**src/rtl/seq_restoring_div_16by8.sv**
```systemverilog
// Multi-cycle restoring divider, 16-bit dividend by 8-bit divisor.
// APPROX_LSB low quotient bits are skipped to shorten the iteration.
`timescale 1ns/1ps
module seq_restoring_div_16by8 #(
  parameter int APPROX_LSB = 0
) (
  input  logic        clk,
  input  logic        rst_n,
  input  logic        in_valid,
  output logic        in_ready,
  input  logic [15:0] dividend,
  input  logic [7:0]  divisor,
  output logic        out_valid,
  input  logic        out_ready,
  output logic [15:0] quotient,
  output logic [7:0]  remainder,
  output logic        div_by_zero,
  output logic        dp_active,
  output logic [1:0]  dbg_state
);

  if (APPROX_LSB < 0 || APPROX_LSB > 8) begin : g_bad_param
    $error("seq_restoring_div_16by8: APPROX_LSB must be in 0..8");
  end

  localparam int         N     = 16 - APPROX_LSB;
  localparam logic [4:0] N_CNT = 5'(N);

  // Handshake: a transfer happens on a rising edge where valid && ready are
  // both high; valid never waits on ready, and DONE holds its outputs until taken.
  typedef enum logic [1:0] {
    S_IDLE = 2'd0,
    S_CALC = 2'd1,
    S_DONE = 2'd2
  } state_t;

  state_t      state, state_nx;
  logic [7:0]  dvsr;
  logic [15:0] sreg;
  logic [7:0]  pr;
  logic [4:0]  cnt;

  logic [8:0]  pr_sh;
  logic [7:0]  pr_diff;
  logic [7:0]  pr_nx;
  logic        qbit;
  logic [15:0] sreg_nx;

  // The partial remainder stays below the divisor, so 8 bits hold it and the
  // 8-bit difference is exact whenever the subtraction is taken.
  always_comb begin
    pr_sh   = {pr, sreg[N-1]};
    qbit    = (pr_sh >= {1'b0, dvsr});
    pr_diff = pr_sh[7:0] - dvsr;
    pr_nx   = qbit ? pr_diff : pr_sh[7:0];
    sreg_nx = {sreg[14:0], qbit};
  end

  always_comb begin
    state_nx = state;
    case (state)
      S_IDLE: if (in_valid) state_nx = (divisor == 8'd0) ? S_DONE : S_CALC;
      S_CALC: if (cnt == 5'd1) state_nx = S_DONE;
      S_DONE: if (out_ready) state_nx = S_IDLE;
      default: state_nx = S_IDLE;
    endcase
  end

  always_ff @(posedge clk or negedge rst_n) begin
    if (!rst_n) begin
      state       <= S_IDLE;
      dvsr        <= 8'd0;
      sreg        <= 16'd0;
      pr          <= 8'd0;
      cnt         <= 5'd0;
      quotient    <= 16'd0;
      remainder   <= 8'd0;
      div_by_zero <= 1'b0;
    end else begin
      state <= state_nx;
      case (state)
        S_IDLE: begin
          if (in_valid) begin
            if (divisor == 8'd0) begin
              quotient    <= 16'hFFFF;
              remainder   <= dividend[7:0];
              div_by_zero <= 1'b1;
            end else begin
              dvsr <= divisor;
              sreg <= dividend >> APPROX_LSB;
              pr   <= 8'd0;
              cnt  <= N_CNT;
            end
          end
        end
        S_CALC: begin
          pr   <= pr_nx;
          sreg <= sreg_nx;
          cnt  <= cnt - 5'd1;
          if (cnt == 5'd1) begin
            // Low N bits of the shift register now hold the quotient.
            quotient    <= sreg_nx << APPROX_LSB;
            remainder   <= pr_nx;
            div_by_zero <= 1'b0;
          end
        end
        default: ;
      endcase
    end
  end

  assign in_ready  = (state == S_IDLE);
  assign out_valid = (state == S_DONE);
  assign dp_active = (state == S_CALC);
  assign dbg_state = state;

endmodule

```
**config.mk**
```make
export PLATFORM = sky130hd
export DESIGN_NAME = seq_restoring_div_16by8
export DESIGN_NICKNAME = d
export VERILOG_FILES = /design/src/rtl/seq_restoring_div_16by8.sv
export SDC_FILE = /design/constraint.sdc
export NUM_CORES = 1
export LEC_CHECK = 0
export BUFFER_PORTS_ARGS = -buffer_cell sky130_fd_sc_hd__buf_2
export CAP_MARGIN = 20
export CORE_ASPECT_RATIO = 1.1
export CORE_UTILIZATION = 45
export CTS_CLUSTER_DIAMETER = 30
export DETAILED_ROUTE_END_ITERATION = 12
export PLACE_DENSITY_LB_ADDON = 0.15
export SKIP_CTS_REPAIR_TIMING = 1
export SLEW_MARGIN = 20
export SYNTH_ARGS = -nofsm -noshare
export SYNTH_HDL_FRONTEND = slang
export SYNTH_SLANG_ARGS = --single-unit
```
**constraint.sdc**
```tcl
create_clock -name clk -period 4.2 [get_ports clk]
set_input_delay 1.26 -clock clk [delete_from_list [all_inputs] [get_ports clk]]
set_output_delay 1.26 -clock clk [all_outputs]
set_load 0.005 [all_outputs]
```
; ---- After elaboration in Yosys (flattened, before gate mapping)
; Cells that the tools add are included.
[classes]
addsub = 2
n_lt_le_gt_ge = 1
n_eq_ne = 8
muxes = 27
bitwise_logic = 1
reduce_logical = 7
[op_table]
columns = operator, count
row1 = $mux W16, 5
row2 = $pmux W16 S2, 2
row3 = $mux W8, 6
row4 = $pmux W8 S2, 2
row5 = $mux W5, 2
row6 = $pmux W5 S2, 1
row7 = $ge A9 B8 Y1, 1
row8 = $reduce_and A3 Y1, 3
row9 = $logic_not A8 Y1, 1
row10 = $mux W2, 4
row11 = $sub A8 B8 Y8, 1
row12 = $ne A2 B1 Y1 const B, 3
row13 = $pmux W2 S3, 1
row14 = $eq A5 B1 Y1 const B, 1
row15 = $sub A5 B1 Y5 const B, 1
row16 = $ne A2 B2 Y1 const B, 2
row17 = $reduce_and A4 Y1, 1
row18 = $mux W1, 3
row19 = $eq A2 B1 Y1 const B, 1
row20 = $eq A2 B2 Y1 const B, 1
row21 = $logic_not A2 Y1, 1
row22 = $pmux W1 S2, 1
row23 = $reduce_bool A2 Y1, 1
row24 = $not A1 Y1, 1
[totals]
register_bits = 64
output_inout_bits = 30
elab_cells = 54

; ---- Logic depth before layout (Yosys ltp)
; Gate-level depths: netlist (run 1).
[depth]
word_depth = 4
ltp_mapped = 9
depth_no_buf = 9

; ---- Worst setup path before layout (run 1)
; Ideal clock, no wire load.
[synth_path]
kind = input -> register
from = input divisor[5]
to = register remainder[1]
setup_time_ns = 0.132
t_arrival_ns = 2.580
required_time_ns = 4.068
slack_ns = 1.488
stages = 8
cell_sequence = or4_4 -> nor2_2 -> and3_1 -> buf_6 -> or2_1 -> buf_6 -> buf_8 -> a31oi_1
[synth_between]
elab_chain_len = 3
[synth_rtl]
columns = element, line
row1 = from (decl), 12  ; input logic [7:0] divisor,
row2 = $logic_not A8 Y1, 84  ; if (divisor == 8'd0) begin
row3 = $ne A2 B1 Y1 (no source line), --
row4 = $reduce_and A4 Y1 (no source line), --
row5 = to (signal assigned), 86  ; remainder <= dividend[7:0];
row6 = to (signal assigned), 103  ; remainder <= pr_nx;
row7 = to (decl), 16  ; output logic [7:0] remainder,
; No other way between the ends.
; A chain may end at the register's enable or synchronous reset.

; ---- Worst setup path after layout (run 1)
[layout_path]
from = input divisor[1]
to = register remainder[6]
; The elaborated chain is that of the path after synthesis.

==> impl_metrics.csv, run 1 <==
group,metric,value,unit
run_status,status,"completed",
synthesis,synth_top_area_share,50.1,%
layout,final_cell_area,3730,sq um
timing,setup_slack,1240,ps
worst_setup_path,reg2reg_from,"dvsr[0]",
global_routing,grtUsageTotal,22.3,%
timing,finalSetupTns,0,ps
layout,diodes,0,
drt,drtAntennaViolNets,0,
global_routing,grt_pass1_wl,12600,um
synthesis,yosysSeqAreaShare,50.1,%
clock_tree,cts_buffers,9,
drt,avgViaCountPerCell,5.35,
hold_path,hold_path_startpoint,"sreg[14]",
timing,hold-worst-slack,489,ps
synthesis,synth_cells,358,
global_routing,antenna_found_initial,0,
power,peakVddDrop,0.000404,V
placement,postPlaceCellArea,3540,sq um
synthesis,async_flop_share,100,%
timing,rsz0062_at_grt,"no",
timing,fin_crit_sh,70.6,%
worst_setup_path,crit_type,"in -> reg",
power,pwr-share-clk,15.2,%
synthesis,synth_area_leader_cell,"dfrtp_1",
placement,pre_cts_ws,873,ps
layout,postLayoutCoreUtil,55.6,%
global_routing,grt_max_degree,48,
worst_setup_path,crit_path_cell_trace,"buf_2 > or4_4 > nor2_2 > and3_1 > buf_4 > or2_1 > o21ai_0 > a21oi_1",
worst_setup_path,crit_family,"simple AND/OR/NAND/NOR gates",
clock_tree,clockRootBuffer,"clkbuf_8",
synthesis,ys_top_cells_by_count,"71 x nand2_1, 64 x dfrtp_1, 46 x nor2_1",
worst_setup_path,endpoint_kind,"register",
floorplan,die-area,7450,sq um
worst_setup_path,r2r_slack,1790,ps
synthesis,syn_area,3200,sq um
floorplan,start_util,47.7,%
worst_setup_path,cp.required,4450,ps
power,sequentialPowerShare,34.3,%
timing,fmax,337,MHz
clock_tree,cts_sinks,64,
hold_path,hold_class,"reg -> reg",
drt,dr.pass1.iters,5,
worst_setup_path,worstRegToRegCells,8,
hold_path,hold_depth,2,
power,combPwrFrac,50.5,%
floorplan,top_level_ports,58,
synthesis,synth_area_leaders,"dfrtp_1 50%, nand2_1 8.3%, nor2_1 5.4%",
timing,slew_violations,0,
job,cap_violations,0,
hold_path,hold_path_end,"quotient[15]",
layout,instances_no_fill,501,
power,power.leakage,1.79,nW
clock_tree,ctsLongestPathBuffers,2,
floorplan,fp-row-count,31,
global_routing,gr-total-overflow,0,
clock_tree,insertion_delay,330,ps
floorplan,core-area,6710,sq um
timing,skew,10.2,ps
clock_tree,cts_max_level,3,
clock_tree,cts_tree,"built",
layout,fillerInstances,643,
layout,nets,454,
floorplan,die_x,82.4,um
worst_setup_path,path_max_fanout,16,
drt,num_vias,2679,
timing,hold_viol,0,
worst_setup_path,cp-start-kind,"input port",
timing,setup_viol,0,
worst_setup_path,cp_slowest_cell,"or4_4",
worst_setup_path,r2r_end,"remainder[6]",
power,p_sw,1.41,mW
power,powerDensity,897,nW/um^2
drt,routedWlPerCell,15.0,um
synthesis,avgSynthCellArea,8.93,sq um
power,internal_power,1.94,mW
synthesis,syn-num-nets,397,
drt,first_iter_violations,123,
power,power,3.35,mW
timing,worst_slew_pin_slew,757,ps
synthesis,ys_types,44,
synthesis,yosysWarnings,0,
placement,dp.cells,486,
synthesis,yosys.cell_count.top_type,"nand2_1",
floorplan,die_h,90.4,um
drt,wl,7490,um
synthesis,synth_top_flop_cell,"dfrtp_1",
synthesis,synth_edf_count,0,
layout,drive_gt1_share,22.0,%
layout,syn2layout_area_growth,16.7,%
global_routing,grt_pass1_vias,2650,
worst_setup_path,arrival,3210,ps
worst_setup_path,cp_slowest_stage_delay,560,ps
drt,remaining_drc_errors,0,
placement,place_congestion,0.765,
timing,fin_crit,2960,ps
placement,port_buffers,57,
placement,place_hpwl,5310,um
timing,relSlewSlack,49.5,%
power,swShare,42.0,%
synthesis,synth-seq-cells,64,
worst_setup_path,path_buf_inv,2,
clock_tree,path_clk_slew,80,ps
[how the worst max path moves through the flow]
stage / startpoint / end / cells past startpoint
2_1_floorplan: divisor[5] / remainder[1] / 8
3_3_place_gp: divisor[1] / remainder[6] / 8
3_5_place_dp: divisor[1] / remainder[6] / 8
4_1_cts: divisor[1] / remainder[6] / 8
5_1_grt: divisor[1] / remainder[6] / 8
6_report: divisor[1] / remainder[6] / 8
[registers in the layout, indices dropped and copies added, names as in the netlist]
register	count
quotient	16
sreg	16
dvsr	8
pr	8
remainder	8
cnt	5
dbg_state	2
div_by_zero	1
[cell type report]
cell class | count | area, sq um | share of cell area (%)
clock buffer | 9 | 124 | 3.32
inverter | 20 | 75.1 | 2.01
timing repair buffer | 63 | 333 | 8.92
clock inverter | 6 | 61.3 | 1.64
tap | 82 | 103 | 2.75
sequential | 64 | 1600 | 42.9
multi-input combinational | 257 | 1440 | 38.5
[power by group through the flow]
stage               Sequential (mW)  Clock (mW)  Combinational (mW)
finish                         1.15       0.509                1.69
global route                   1.19       0.545                1.94
CTS                            1.15       0.518                1.71
detailed placement             1.15           0                1.70
global placement               1.15           0                1.66
floorplan                      1.11           0                1.24
[kinds of logic (layout without fill, tap and decap cells)]
| family | after synthesis | count (layout) | synth area share [%] |
|---|---|---|---|
| fa+ha+maj | 11 | 11 | 4.54 |
| flops | 64 | 64 | 50.1 |
| simple gates | 153 | 153 | 20.8 |
| buf+inv | 37 | 98 | 5.36 |
| xor+xnor | 4 | 4 | 1.10 |
| compound gates | 80 | 80 | 15.1 |
| mux | 9 | 9 | 3.01 |
[cells in the final DEF, fill, tap and decap left out, types with 3 or more instances in the layout]
cell type	netlist	final
a21o_1	4	4
a21oi_1	9	8
a31oi_1	22	22
buf_2	4	56
buf_4	0	7
clkbuf_8	0	9
clkinv_2	0	3
dfrtp_1	64	64
ha_1	10	10
inv_1	19	19
mux2_2	5	5
mux2i_1	4	4
nand2_1	71	71
nand2b_1	7	7
nand3_1	3	3
nor2_1	46	46
nor3_1	11	11
o21ai_0	29	29
xor2_1	3	3
[per-layer routing]
layer / vias to the layer above / GRT usage, % / share of wire [%]
li1: 1327 / - / -
met1: 1281 / 31.0 / 48
met2: 67 / 35.2 / 47
met3: 4 / 3.64 / 4.6
met4: 0 / 7.02 / 0.59
met5: - / 0 / 0
[tightest hold or removal path: stages, from the launching register on]
cell     delay (ps)
dfrtp_1         360
nand2_1          50
nand2_1          50
No activity file was read; power rests on OpenSTA's default activity.
==> run 2: changes to the inputs <==
==> constraint.sdc (replaced) <==
create_clock -name clk -period 2.6 [get_ports clk]
set_input_delay 0.78 -clock clk [delete_from_list [all_inputs] [get_ports clk]]
set_output_delay 0.78 -clock clk [all_outputs]
set_load 0.005 [all_outputs]
==> run 2 against run 1 <==
Sequential power grew 60%. Sequential share of layout area shrank 1.3 points. Clock skew shrank 2.6 ps. Hold slack lost 69 ps. Utilization grew 1.8 points. Cell count grew 2.4%. Setup slack lost 1100 ps. Cell area grew 3.2%. Flip-flop and latch count is the same. Total power grew 67%. Clock power grew 72%.
==> impl_metrics.csv, run 2 (same netlist as run 1, synthesis figures left out) <==
group,metric,value,unit
run_status,status,"completed",
layout,biggestRegsByFlops,"quotient x16, sreg x16",
worst_setup_path,endpoint_kind,"register",
clock_tree,path_clk_slew,70,ps
worst_setup_path,cp-start-kind,"register",
timing,setup_slack,184,ps
floorplan,top_level_ports,58,
layout,layout_commonest_cell,"nand2_1",
timing,finalSetupTns,0,ps
floorplan,start_util,47.7,%
layout,diodes,0,
layout,nets,465,
global_routing,gr-total-overflow,0,
timing,skew,7.58,ps
worst_setup_path,crit_type,"reg -> reg",
placement,pre_cts_ws,151,ps
timing,fmax,414,MHz
worst_setup_path,worstRegToRegCells,8,
global_routing,antenna_found_initial,0,
drt,avgViaCountPerCell,5.33,
power,power.leakage,1.86,nW
layout,final_cell_area,3850,sq um
floorplan,die-area,7450,sq um
floorplan,die_x,82.4,um
worst_setup_path,reg2reg_from,"dvsr[0]",
timing,hold_viol,0,
power,swShare,41.7,%
clock_tree,clockRootBuffer,"clkbuf_8",
power,p_sw,2.34,mW
clock_tree,cts_max_level,3,
global_routing,grtUsageTotal,22.3,%
power,sequentialPowerShare,32.9,%
worst_setup_path,arrival,2620,ps
worst_setup_path,cp.required,2800,ps
drt,num_vias,2733,
worst_setup_path,path_max_fanout,4,
placement,place_congestion,0.794,
global_routing,grt_pass1_wl,12500,um
layout,layout_common_cells,"71 x nand2_1, 64 x dfrtp_1, 57 x buf_2",
timing,rsz0062_at_grt,"no",
hold_path,hold_class,"in -> async",
global_routing,grt_max_degree,65,
timing,worst_slew_pin_slew,779,ps
power,peakVddDrop,0.000589,V
timing,setup_viol,0,
clock_tree,cts_sinks,64,
placement,port_buffers,57,
job,cap_violations,0,
timing,slew_violations,0,
drt,drtAntennaViolNets,0,
drt,remaining_drc_errors,0,
drt,routedWlPerCell,14.8,um
placement,postPlaceCellArea,3650,sq um
floorplan,fp-row-count,31,
drt,dr.pass1.iters,4,
floorplan,die_h,90.4,um
timing,hold-worst-slack,420,ps
drt,first_iter_violations,147,
global_routing,grt_pass1_vias,2644,
floorplan,core-area,6710,sq um
worst_setup_path,r2r_slack,180,ps
power,powerDensity,1460,nW/um^2
clock_tree,cts_tree,"built",
power,internal_power,3.27,mW
worst_setup_path,r2r_end,"pr[6]",
clock_tree,cts_buffers,9,
clock_tree,insertion_delay,340,ps
timing,relSlewSlack,47.8,%
layout,drive_gt1_share,24.1,%
layout,syn2layout_area_growth,20.4,%
timing,fin_crit,2420,ps
timing,fin_crit_sh,92.9,%
drt,wl,7580,um
power,pwr-share-clk,15.6,%
clock_tree,ctsLongestPathBuffers,2,
power,combPwrFrac,51.5,%
placement,place_hpwl,5490,um
-- run 2: cell types whose count changed in the layout (fill, tap and decap cells not counted), sizes merged --
| cell | previous run | this run |
|---|---|---|
| inv | 19 | 20 |
| clkinvlp | 1 | 2 |
| clkinv | 5 | 3 |
| clkbuf | 9 | 10 |
| buf | 63 | 74 |
-- run 2: layout make-up --
type / count / area, sq um
clock buffer: 10 / 138
clock inverter: 6 / 67.6
fill: 630 / 2860
inverter: 20 / 75.1
multi-input combinational: 257 / 1430
sequential: 64 / 1600
tap: 82 / 103
timing repair buffer: 74 / 438
-- run 2: worst max-delay path, cell delays in order (launching register included) --
cell,delay (ps)
dfrtp_1,400
ha_1,250
fa_1,380
nand2b_1,190
a21oi_1,210
nor4_1,70
a311o_1,330
mux2i_1,310
o21ai_0,140
-- run 2: per-stage QoR --
step           cells  power, mW  utilization (%)
2_1_floorplan    358       3.79                -
3_3_place_gp     497       4.67             54.3
3_5_place_dp     497       4.73             54.3
4_1_cts          513       5.63             57.4
5_1_grt          513       6.13             57.4
6_report         513       5.60             57.4
-- run 2: per-layer routing --
layer  up-vias  part of all wire (%)  track usage (%)
met5         -                     0                0
met1      1294                    47             30.7
met4         0                   1.2             8.48
met3        10                   5.4             4.75
li1       1352                     -                -
met2        77                    46             34.0
-- run 2: how the worst max path moves through the flow --
stage | start | to | slack [ps] | cells past startpoint
3_5_place_dp | divisor[1] | remainder[0] | 150 | 8
4_1_cts | dvsr[0] | pr[6] | 230 | 8
5_1_grt | sreg[15] | pr[6] | 50 | 9
6_report | dvsr[0] | pr[6] | 180 | 8
2_1_floorplan | divisor[5] | remainder[1] | 370 | 8
3_3_place_gp | divisor[1] | remainder[6] | 190 | 8
-- run 2: power by group through the flow --
stage	Clock (mW)	Combinational, mW	Sequential (mW)
after floorplan	0	2.00	1.79
after global placement	0	2.81	1.85
after detailed placement	0	2.87	1.86
after CTS	0.896	2.89	1.84
after global routing	0.949	3.26	1.92
final	0.876	2.89	1.84
